===== config.mk =====
export PLATFORM = sky130hd
export DESIGN_NAME = fibonacci_index
export DESIGN_NICKNAME = d
export VERILOG_FILES = /design/src/rtl/fibonacci_index.sv
export SDC_FILE = /design/constraint.sdc
export NUM_CORES = 1
export LEC_CHECK = 0
export BUFFER_PORTS_ARGS = -buffer_cell sky130_fd_sc_hd__buf_2
export CAP_MARGIN = 30
export CELL_PAD_IN_SITES_DETAIL_PLACEMENT = 0
export CELL_PAD_IN_SITES_GLOBAL_PLACEMENT = 1
export CORE_UTILIZATION = 49
export CTS_BUF_LIST = sky130_fd_sc_hd__clkbuf_2 sky130_fd_sc_hd__clkbuf_4 sky130_fd_sc_hd__clkbuf_8
export CTS_CLUSTER_SIZE = 40
export DETAILED_ROUTE_END_ITERATION = 7
export PLACE_DENSITY = 0.91
export SYNTH_ARGS = -nofsm -noshare
export SYNTH_HDL_FRONTEND = slang
export SYNTH_SLANG_ARGS = --single-unit

===== constraint.sdc =====
create_clock -name clk -period 3.41 [get_ports clk]
set_input_delay 0.341 -clock clk [delete_from_list [all_inputs] [get_ports clk]]
set_output_delay 0.341 -clock clk [all_outputs]
set_load 0.01 [all_outputs]

===== src/rtl/fibonacci_index.sv =====
// Inverse Fibonacci: iteratively finds the largest n with F(n) <= din and
// flags whether din is itself a Fibonacci number. Uses a start/done handshake.
module fibonacci_index #(
  parameter int W = 16
) (
  input  logic         clk,
  input  logic         reset,
  input  logic [W-1:0] din,
  input  logic         start,
  output logic [W-1:0] dout,
  output logic         done,
  output logic         exact,
  output logic         busy
);

  // Handshake: start is accepted on a rising edge only in IDLE or DONE.
  // busy is high while the search runs; done and the dout/exact pair stay
  // valid from completion until the next accepted start. busy and done are
  // never high together.
  typedef enum logic [1:0] {IDLE, RUN, DONE} state_t;

  state_t       state_q, state_d;
  logic [W-1:0] din_q, din_d;
  logic [W:0]   a_q, a_d;
  logic [W:0]   b_q, b_d;
  logic [W-1:0] n_q, n_d;
  logic [W-1:0] dout_q, dout_d;
  logic         exact_q, exact_d;
  logic         done_q, done_d;
  logic         busy_q, busy_d;

  // The extra MSB on a/b keeps F(n+1) from wrapping once it passes 2^W-1.
  logic [W:0] din_ext;
  assign din_ext = {1'b0, din_q};

  always_comb begin
    state_d = state_q;
    din_d   = din_q;
    a_d     = a_q;
    b_d     = b_q;
    n_d     = n_q;
    dout_d  = dout_q;
    exact_d = exact_q;
    done_d  = done_q;
    busy_d  = busy_q;
    case (state_q)
      IDLE, DONE: begin
        if (start) begin
          din_d   = din;
          a_d     = '0;
          b_d     = {{W{1'b0}}, 1'b1};
          n_d     = '0;
          done_d  = 1'b0;
          busy_d  = 1'b1;
          state_d = RUN;
        end
      end
      RUN: begin
        if (b_q <= din_ext) begin
          a_d = b_q;
          b_d = a_q + b_q;
          n_d = n_q + 1'b1;
        end else begin
          dout_d  = n_q;
          exact_d = (a_q == din_ext);
          done_d  = 1'b1;
          busy_d  = 1'b0;
          state_d = DONE;
        end
      end
      default: state_d = IDLE;
    endcase
  end

  always_ff @(posedge clk or posedge reset) begin
    if (reset) begin
      state_q <= IDLE;
      din_q   <= '0;
      a_q     <= '0;
      b_q     <= '0;
      n_q     <= '0;
      dout_q  <= '0;
      exact_q <= 1'b0;
      done_q  <= 1'b0;
      busy_q  <= 1'b0;
    end else begin
      state_q <= state_d;
      din_q   <= din_d;
      a_q     <= a_d;
      b_q     <= b_d;
      n_q     <= n_d;
      dout_q  <= dout_d;
      exact_q <= exact_d;
      done_q  <= done_d;
      busy_q  <= busy_d;
    end
  end

  assign dout  = dout_q;
  assign exact = exact_q;
  assign done  = done_q;
  assign busy  = busy_q;

endmodule


==> results of run 1 <==
per-stage QoR:
stage	total power, mW	cells	worst slack (ps)
global placement	3.74	676	744
detailed placement	3.83	676	624
CTS	4.52	693	614
finish	4.48	693	643
floorplan	3.32	520	819
global route	4.87	693	490
power by group through the flow:
stage                     clock, mW  sequential, mW  combinational (mW)
after floorplan                   0            1.56                1.75
after global placement            0            1.60                2.14
after detailed placement          0            1.62                2.20
after CTS                     0.698            1.60                2.22
after global routing          0.744            1.64                2.49
final                         0.686            1.60                2.20
worst max path at each step:
stage	startpoint	to	slack [ps]	depth (start not counted)
2_1_floorplan	reset	a_q[0]$_DFFE_PP0P_	820	1
3_3_place_gp	b_q[14]$_DFFE_PP0P_	dout[5]$_DFFE_PP0P_	740	6
3_5_place_dp	din_q[14]$_DFFE_PP0P_	dout[13]$_DFFE_PP0P_	620	7
4_1_cts	din_q[14]$_DFFE_PP0P_	dout[13]$_DFFE_PP0P_	610	7
5_1_grt	din_q[14]$_DFFE_PP0P_	dout[8]$_DFFE_PP0P_	490	7
6_report	din_q[14]$_DFFE_PP0P_	dout[13]$_DFFE_PP0P_	640	7
cell usage after synthesis, types with 3 or more instances:
master / number
sky130_fd_sc_hd__nand2_1: 103
sky130_fd_sc_hd__dfrtp_1: 87
sky130_fd_sc_hd__o21ai_0: 52
sky130_fd_sc_hd__ha_1: 33
sky130_fd_sc_hd__inv_1: 27
sky130_fd_sc_hd__a21oi_1: 22
sky130_fd_sc_hd__xor2_1: 21
sky130_fd_sc_hd__nor2_1: 19
sky130_fd_sc_hd__mux2_2: 14
sky130_fd_sc_hd__and3_1: 12
sky130_fd_sc_hd__clkbuf_1: 11
sky130_fd_sc_hd__xnor2_1: 11
sky130_fd_sc_hd__mux2i_1: 10
sky130_fd_sc_hd__a221o_1: 7
sky130_fd_sc_hd__nand3_1: 7
sky130_fd_sc_hd__a21o_1: 6
sky130_fd_sc_hd__nand2b_1: 6
sky130_fd_sc_hd__buf_2: 5
sky130_fd_sc_hd__and2_1: 4
sky130_fd_sc_hd__nand4_1: 4
sky130_fd_sc_hd__nor2b_1: 4
sky130_fd_sc_hd__o21a_1: 4
sky130_fd_sc_hd__a211oi_1: 3
sky130_fd_sc_hd__a31oi_1: 3
sky130_fd_sc_hd__buf_6: 3
sky130_fd_sc_hd__nor4_1: 3
sky130_fd_sc_hd__o211ai_1: 3
metal layers:
| metal | vias up | GRT usage |
|---|---|---|
| li1 | 1870 | - |
| met1 | 1819 | 0.293 |
| met2 | 66 | 0.363 |
| met3 | 12 | 0.0414 |
| met4 | 0 | 0.0780 |
| met5 | - | 0 |
flip-flops by register name (all words and copies together), names as in the netlist:
| name | flops |
|---|---|
| a_q | 17 |
| b_q | 17 |
| din_q | 16 |
| dout | 16 |
| n_q | 16 |
| state_q | 2 |
| busy | 1 |
| done | 1 |
| exact | 1 |
layout make-up:
type,count,area [um2]
well taps,133,166
inverters,27,103
flip-flops and latches,87,2180
clock inverters,7,56.3
repair buffers,45,260
multi-input cells,385,2600
fillers,898,4330
clock buffers,9,124
critical path, cell delays in order (launching register included):
cell	delay (ps)
sky130_fd_sc_hd__dfrtp_1	390
sky130_fd_sc_hd__inv_1	70
sky130_fd_sc_hd__ha_1	340
sky130_fd_sc_hd__a21o_1	180
sky130_fd_sc_hd__a211oi_2	260
sky130_fd_sc_hd__o31ai_1	160
sky130_fd_sc_hd__o31ai_4	820
sky130_fd_sc_hd__mux2_2	430
cells by family after synthesis:
logic type | after synthesis | share of synthesized area
buf+inv | 48 | 0.0434
flops | 87 | 0.437
simple gates | 174 | 0.163
mux | 26 | 0.0563
fa+ha+maj | 34 | 0.0869
compound gates | 119 | 0.157
xor+xnor | 32 | 0.0563
==> flow_summary.yaml, run 1 <==
run_status:
  outcome: "complete, no violations"
die:
  initial_utilization: 0.507
  num_rows: 36
  fp.dieW_um: 103
  design.portCount: 38
  core_area_mm2: 0.00982
  die_y_um: 103
  design.die.area_mm2: 0.0106
route:
  m1WireLength_um: 4980
  total_drc_errors_in_the_routed_layout: 0
  detailroute.wirelength.met2_um: 5070
  initialDrtViolationCount: 186
  vias_per_cell: 5.44
  routedWlPerCell_um: 15.1
  via_count: 3767
  totalWireLength_um: 10500
  routed-wl-met3_um: 295
  ant_nets: 0
  firstDrtPassIters: 6
  maxUsedRoutingLayer: "met4"
final_layout:
  fraction_of_final_layout_cells_with_drive_strength_greater_than_1: 0.157
  area.growth.synth_to_final_pct: 10.1
  mostFrequentLayoutCell: "sky130_fd_sc_hd__nand2_1"
  fin_area_mm2: 0.00549
  most-common-layout-cells: "sky130_fd_sc_hd__nand2_1 (103), sky130_fd_sc_hd__dfrtp_1 (87), sky130_fd_sc_hd__o21ai_0 (52)"
  num-nets-final: 608
  layout.core_utilization: 0.559
  antenna-diode-count: 0
clock_tree:
  insertion_delay_ps: 370
  cts_max_path_bufs: 2
  holdBufCountCts: 1
  cts_buffers: 9
  cts_post_setup_buffers_inserted: 0
  cts_tree: "built"
  clock_sinks: 87
  clk_transition_reported_paths_ps: 100
  cts_root_buffer: "sky130_fd_sc_hd__clkbuf_8"
  htreeDepth: 3
  post_cts.resized_instances: 0
sta:
  clock_skew_ps: 7.57
  remaining_max_slew_budget_at_the_tightest_pin: 0.328
  finalMaxSlewViolations: 0
  timing_worst_slew_pin_value_ps: 1010
  setup-violations-final: 0
  fin_crit_ps: 2770
  timing.final.hold_violations: 0
  unrepaired_setup_endpoints_after_global_routing: "false"
  fmax_mhz: 361
  fin_hold_ws_ps: 176
  fin_setup_tns_ps: 0
  layout_worst_path_cycle_share: 0.812
synth:
  net_count_after_synthesis: 573
  netlist_instances: 520
  synthDistinctLibCells: 55
  yosys_warnings: 0
  synth_top_area_share: 0.437
  asyncSetResetFlopFracSynth: 1.00
  synth_area_leaders: "sky130_fd_sc_hd__dfrtp_1 (44%), sky130_fd_sc_hd__ha_1 (8.3%), sky130_fd_sc_hd__nand2_1 (7.8%)"
  synth.yosys.seq_area_share: 0.437
  syn-mean-instance-area_um2: 9.58
  seq_cells_post_synth: 87
  synth_top_area_cell: "sky130_fd_sc_hd__dfrtp_1"
  synthFlopType: "sky130_fd_sc_hd__dfrtp_1"
  synth_enable_flop_cells: 0
  synthesis.area_mm2: 0.00498
worst_setup_path:
  worst_ep_required_time_ps: 3670
  worst_r2r_endpoint: "dout[13]$_DFFE_PP0P_"
  reg2reg_from: "din_q[14]$_DFFE_PP0P_"
  worst-r2r-cell-count: 7
  crit_fanout: 22
  timing.critical_path.from_type: "flip-flop"
  criticalPathCategory: "reg -> reg"
  data_arrival_time_of_the_critical_path_ps: 3030
  setup.reg_to_reg.worst_slack_ps: 640
  critical_path_sink_type: "flip-flop"
global_routing:
  globalRouteTotalUtil: 0.221
  maximum_number_of_pins_on_one_net_before_global_route_repair: 62
  first_global_vias: 3803
  global_route_wire_length_before_repair_um: 17900
  grt-ovfl-total: 0
  antenna_violations_before_repair: 0
power_and_ir_drop:
  power_leakage_nw: 2.72
  power.internal_mw: 2.48
  share_comb_of_total_power: 0.490
  vdd_ir_drop_max_mv: 0.441
  power_density_mw_per_mm2: 817
  clock_power_share: 0.153
  total_switching_power_mw: 2.00
  pwr-share-seq: 0.357
  switching_part_of_the_total: 0.447
hold_path:
  hold_path_end: "din_q[10]$_DFFE_PP0P_"
  min-delay-path-class: "in -> reg"
  hold_path.startpoint: "din[10]"
  min_path_cells: 3
placed_design:
  port-buffer-count: 37
  place.detailed.hpwl_um: 7700
  dpl-instance-area_mm2: 0.00530
  gp_routability_congestion: 0.911
job:
  max_cap_violations: 0
Note: power is estimated with default switching activity, not from simulation.
==> inputs of run 2 (changes only) <==
==> constraint.sdc (replaced) <==
create_clock -name clk -period 2.7 [get_ports clk]
set_input_delay 0.27 -clock clk [delete_from_list [all_inputs] [get_ports clk]]
set_output_delay 0.27 -clock clk [all_outputs]
set_load 0.01 [all_outputs]
==> run 2 against run 1 <==
Net effect: clock skew is 2.7 ps higher; clock power is 37% higher; power is 29% higher; final cell count is 0.43% higher; setup slack worse by 490 ps; largest cell class unchanged; largest power group unchanged.
==> flow_summary.yaml, run 2 (synthesis results as in run 1) <==
run_status:
  outcome: "complete, no violations"
placed_design:
  place.detailed.hpwl_um: 7570
  gp_routability_congestion: 0.820
  dpl-instance-area_mm2: 0.00533
  port-buffer-count: 37
  preCtsSetupSlack_ps: 160
  dp.cells: 679
sta:
  remaining_max_slew_budget_at_the_tightest_pin: 0.403
  finalMaxSlewViolations: 0
  layout_worst_path_cycle_share: 0.944
  fin_crit_ps: 2550
  finalWorstSetupSlack_ps: 152
  fin_setup_tns_ps: 0
  fmax_mhz: 392
  unrepaired_setup_endpoints_after_global_routing: "false"
  timing.final.hold_violations: 0
  timing_worst_slew_pin_value_ps: 896
  clock_skew_ps: 10.3
  setup-violations-final: 0
die:
  initial_utilization: 0.507
  design.die.area_mm2: 0.0106
  core_area_mm2: 0.00982
  num_rows: 36
  design.portCount: 38
  fp.dieW_um: 103
  die_y_um: 103
global_routing:
  antenna_violations_before_repair: 0
  globalRouteTotalUtil: 0.216
  global_route_wire_length_before_repair_um: 17300
  maximum_number_of_pins_on_one_net_before_global_route_repair: 62
  first_global_vias: 3614
  grt-ovfl-total: 0
final_layout:
  most-common-layout-cells: "sky130_fd_sc_hd__nand2_1 (103), sky130_fd_sc_hd__dfrtp_1 (87), sky130_fd_sc_hd__o21ai_0 (52)"
  area.growth.synth_to_final_pct: 11.3
  layoutNonFillerInstCount: 696
  fraction_of_final_layout_cells_with_drive_strength_greater_than_1: 0.162
  filler_cell_count: 888
  layout_top_registers: "a_q: 17 flops, b_q: 17 flops"
  fin_area_mm2: 0.00554
  num-nets-final: 611
  sequential_cell_area_mm2: 0.00218
  multi_input_area_mm2: 0.00260
  mostFrequentLayoutCell: "sky130_fd_sc_hd__nand2_1"
  antenna-diode-count: 0
clock_tree:
  cts_tree: "built"
  cts_root_buffer: "sky130_fd_sc_hd__clkbuf_8"
  insertion_delay_ps: 360
  cts_max_path_bufs: 2
  htreeDepth: 3
  clk_transition_reported_paths_ps: 80
  cts_post_setup_buffers_inserted: 0
  cts_buffers: 9
  clock_sinks: 87
worst_setup_path:
  worstPathBufferInverterCount: 2
  criticalPathCategory: "reg -> reg"
  worst_ep_required_time_ps: 2950
  crit_path_top_delay_cell: "sky130_fd_sc_hd__dfrtp_1"
  data_arrival_time_of_the_critical_path_ps: 2800
  critical_path_sink_type: "flip-flop"
  timing.critical_path.from_type: "flip-flop"
  critical_path.top_delay_family: "compound AO/OA/AOI/OAI gates"
  critical-path-max-stage-delay_ps: 370
  crit_fanout: 26
  cp_cell_sequence: "inv_1, ha_1, a21o_1, a211oi_2, o311ai_1, o31ai_4, buf_4, mux2i_1, a21bo_2"
route:
  vias_per_cell: 5.40
  totalWireLength_um: 10300
  via_count: 3758
  ant_nets: 0
  firstDrtPassIters: 4
  total_drc_errors_in_the_routed_layout: 0
  routedWlPerCell_um: 14.8
  initialDrtViolationCount: 181
power_and_ir_drop:
  power_leakage_nw: 2.76
  finalPower_mw: 5.77
  vdd_ir_drop_max_mv: 0.765
  power_density_mw_per_mm2: 1040
job:
  max_cap_violations: 0
hold_path:
  min-delay-path-class: "in -> reg"
[run 2: cell types whose count changed in the layout (fill, tap and decap cells not counted), sizes merged]
cell,delta
clkinv,-3
inv,-2
clkbuf,+4
bufinv,+1
buf,+3
[run 2: per-stage QoR]
stage,util,hold WS [ps]
CTS,0.565,95.3
global route,0.565,101
finish,0.565,107
global placement,0.543,324
detailed placement,0.543,329
floorplan,-,375
[run 2: cell type report]
cell class,count,share of cell area
sequential,87,0.393
inverter,27,0.0185
clock inverter,3,0.00767
timing repair buffer,48,0.0533
clock buffer,13,0.0289
multi-input combinational,385,0.469
tap,133,0.0300
[run 2: routing by layer]
layer	vias to the layer above	GRT usage	routed length, um
li1	1876	-	-
met1	1814	0.289	5030
met2	58	0.356	4890
met3	10	0.0312	246
met4	0	0.0802	160
met5	-	0	0
[run 2: final timing paths]
path | slack, ps | to | depth (start not counted) | start
min | 110 | din_q[7]$_DFFE_PP0P_ | 3 | din[7]
max reg2reg | 150 | n_q[6]$_DFFE_PP0P_ | 9 | din_q[14]$_DFFE_PP0P_
min in group asynchronous | 480 | dout[7]$_DFFE_PP0P_ | 3 | reset
max in group asynchronous | 1430 | b_q[9]$_DFFE_PP0P_ | 4 | reset
min reg2reg | 490 | dout[1]$_DFFE_PP0P_ | 1 | dout[1]$_DFFE_PP0P_
max | 150 | n_q[6]$_DFFE_PP0P_ | 9 | din_q[14]$_DFFE_PP0P_
[run 2: where the power goes]
group	internal, mW	switching (mW)
clock network	0.483	0.456
logic	1.13	1.68
registers	1.68	0.338
total	3.29	2.47
[run 2: repair_timing]
action / CTS / global route
endpoints found under the hold margin: 30 / 0
resized for setup: 0 / 0
hold buffers: 1 / 0
[run 2: worst min-delay path, delay by kind of cell]
family	cells	cell delay, ps
buf+inv	1	70
compound gates	1	60
simple gates	1	30
==> inputs of run 3 (changes only) <==
--- a/config.mk
+++ b/config.mk
@@ -17,3 +17,4 @@
 export SYNTH_ARGS = -nofsm -noshare
 export SYNTH_HDL_FRONTEND = slang
 export SYNTH_SLANG_ARGS = --single-unit
+export TNS_END_PERCENT = 20
==> constraint.sdc (replaced) <==
create_clock -name clk -period 2.7 [get_ports clk]
set_input_delay 0.405 -clock clk [delete_from_list [all_inputs] [get_ports clk]]
set_output_delay 0.405 -clock clk [all_outputs]
set_load 0.01 [all_outputs]
==> run 3 against run 2 <==
Net effect: critical endpoint is now n_q[11]$_DFFE_PP0P_; power is 2.3% higher; wire length is 0.46% higher; flip-flop and latch count stayed put; register-to-register slack hardly changed; clock skew is 6.0 ps higher.
==> flow_summary.yaml, run 3 (synthesis results as in run 1) <==
die:
  initial_utilization: 0.507
  design.portCount: 38
  num_rows: 36
  die_y_um: 103
  core_area_mm2: 0.00982
  fp.dieW_um: 103
  design.die.area_mm2: 0.0106
final_layout:
  layout.core_utilization: 0.568
  most-common-layout-cells: "sky130_fd_sc_hd__nand2_1 (103), sky130_fd_sc_hd__dfrtp_1 (87), sky130_fd_sc_hd__o21ai_0 (52)"
  area.growth.synth_to_final_pct: 12.0
  num-nets-final: 608
  mostFrequentLayoutCell: "sky130_fd_sc_hd__nand2_1"
  antenna-diode-count: 0
  fraction_of_final_layout_cells_with_drive_strength_greater_than_1: 0.159
  fin_area_mm2: 0.00558
  layout_top_registers: "a_q: 17 flops, b_q: 17 flops"
global_routing:
  globalRouteTotalUtil: 0.220
  antenna_violations_before_repair: 0
  first_global_vias: 3771
  maximum_number_of_pins_on_one_net_before_global_route_repair: 62
  grt-ovfl-total: 0
  global_route_wire_length_before_repair_um: 17800
job:
  max_cap_violations: 0
clock_tree:
  htreeDepth: 3
  cts_tree: "built"
  cts_buffers: 9
  cts_root_buffer: "sky130_fd_sc_hd__clkbuf_8"
  post_cts.resized_instances: 0
  clock_sinks: 87
  holdBufCountCts: 0
  clk_transition_reported_paths_ps: 100
  insertion_delay_ps: 380
  cts_max_path_bufs: 2
  cts_post_setup_buffers_inserted: 0
worst_setup_path:
  criticalPathCategory: "reg -> reg"
  worst_ep_required_time_ps: 2960
  critical_path_sink_type: "flip-flop"
  crit_fanout: 26
  data_arrival_time_of_the_critical_path_ps: 2820
  timing.critical_path.from_type: "flip-flop"
  worst-r2r-cell-count: 8
placed_design:
  gp_routability_congestion: 0.830
  place.detailed.hpwl_um: 7650
  dpl-instance-area_mm2: 0.00534
  preCtsSetupSlack_ps: 159
  port-buffer-count: 37
sta:
  timing.final.hold_violations: 0
  fmax_mhz: 391
  layout_worst_path_cycle_share: 0.946
  finalMaxSlewViolations: 0
  fin_crit_ps: 2550
  clock_skew_ps: 16.3
  remaining_max_slew_budget_at_the_tightest_pin: 0.552
  unrepaired_setup_endpoints_after_global_routing: "false"
  finalWorstSetupSlack_ps: 145
  setup-violations-final: 0
  timing_worst_slew_pin_value_ps: 672
  fin_setup_tns_ps: 0
power_and_ir_drop:
  power_density_mw_per_mm2: 1060
  total_switching_power_mw: 2.51
  switching_part_of_the_total: 0.425
  power_leakage_nw: 2.77
  clock_power_share: 0.182
  power.internal_mw: 3.40
  share_comb_of_total_power: 0.475
  pwr-share-seq: 0.343
  vdd_ir_drop_max_mv: 0.725
route:
  firstDrtPassIters: 4
  initialDrtViolationCount: 191
  vias_per_cell: 5.43
  totalWireLength_um: 10400
  routedWlPerCell_um: 15.0
  total_drc_errors_in_the_routed_layout: 0
  via_count: 3764
  ant_nets: 0
run_status:
  outcome: "complete, no violations"
hold_path:
  min-delay-path-class: "in -> async"
## run 3: changes by cell type in the layout (fill, tap and decap cells not counted), moves of 2 or more
cell,delta
sky130_fd_sc_hd__inv_6,+2
sky130_fd_sc_hd__buf_12,+2
sky130_fd_sc_hd__buf_4,-4
sky130_fd_sc_hd__clkbuf_4,-3
## run 3: worst max-delay path, stage by stage, from the launching register on
cell	delay, ps
sky130_fd_sc_hd__dfrtp_1	440
sky130_fd_sc_hd__ha_1	380
sky130_fd_sc_hd__nand4b_4	150
sky130_fd_sc_hd__nor4_4	360
sky130_fd_sc_hd__a21boi_4	290
sky130_fd_sc_hd__o31ai_4	120
sky130_fd_sc_hd__buf_4	240
sky130_fd_sc_hd__and3_1	190
sky130_fd_sc_hd__a221o_1	260
## run 3: worst paths after layout
path / to / from / slack, ps
worst max-delay path: n_q[11]$_DFFE_PP0P_ / b_q[15]$_DFFE_PP0P_ / 150
worst min-delay path: n_q[9]$_DFFE_PP0P_ / reset / 60
worst max register to register: n_q[11]$_DFFE_PP0P_ / b_q[15]$_DFFE_PP0P_ / 150
worst min register to register: busy$_DFFE_PP0P_ / busy$_DFFE_PP0P_ / 490
max in group asynchronous: din_q[2]$_DFFE_PP0P_ / reset / 1930
min in group clk: din_q[14]$_DFFE_PP0P_ / din[14] / 230
## run 3: per-layer routing
metal	vias to the layer above	track usage	share of wire
met5	-	0	0
met1	1826	0.302	0.49
met4	0	0.0715	0.014
met3	10	0.0427	0.035
li1	1872	-	-
met2	56	0.351	0.47
## run 3: area by class of cell
| type | count | area [um2] |
|---|---|---|
| well taps | 133 | 166 |
| fillers | 878 | 4240 |
| inverters | 27 | 103 |
| multi-input cells | 385 | 2600 |
| clock buffers | 11 | 151 |
| clock inverters | 5 | 86.3 |
| repair buffers | 45 | 295 |
| flip-flops and latches | 87 | 2180 |
## run 3: power groups by stage
| stage | logic [mW] | clock network (mW) | registers (mW) |
|---|---|---|---|
| after floorplan | 2.21 | 0 | 1.98 |
| after global placement | 2.73 | 0 | 2.02 |
| after detailed placement | 2.80 | 0 | 2.05 |
| after CTS | 2.82 | 1.09 | 2.02 |
| after global routing | 3.18 | 1.15 | 2.08 |
| final | 2.80 | 1.07 | 2.02 |
## run 3: stage by stage
step	power, mW	hold WS, ps	cells
floorplan	4.19	481	520
global placement	4.75	465	677
detailed placement	4.85	468	677
CTS	5.94	55.2	693
global route	6.40	76.7	693
finish	5.90	56.4	693
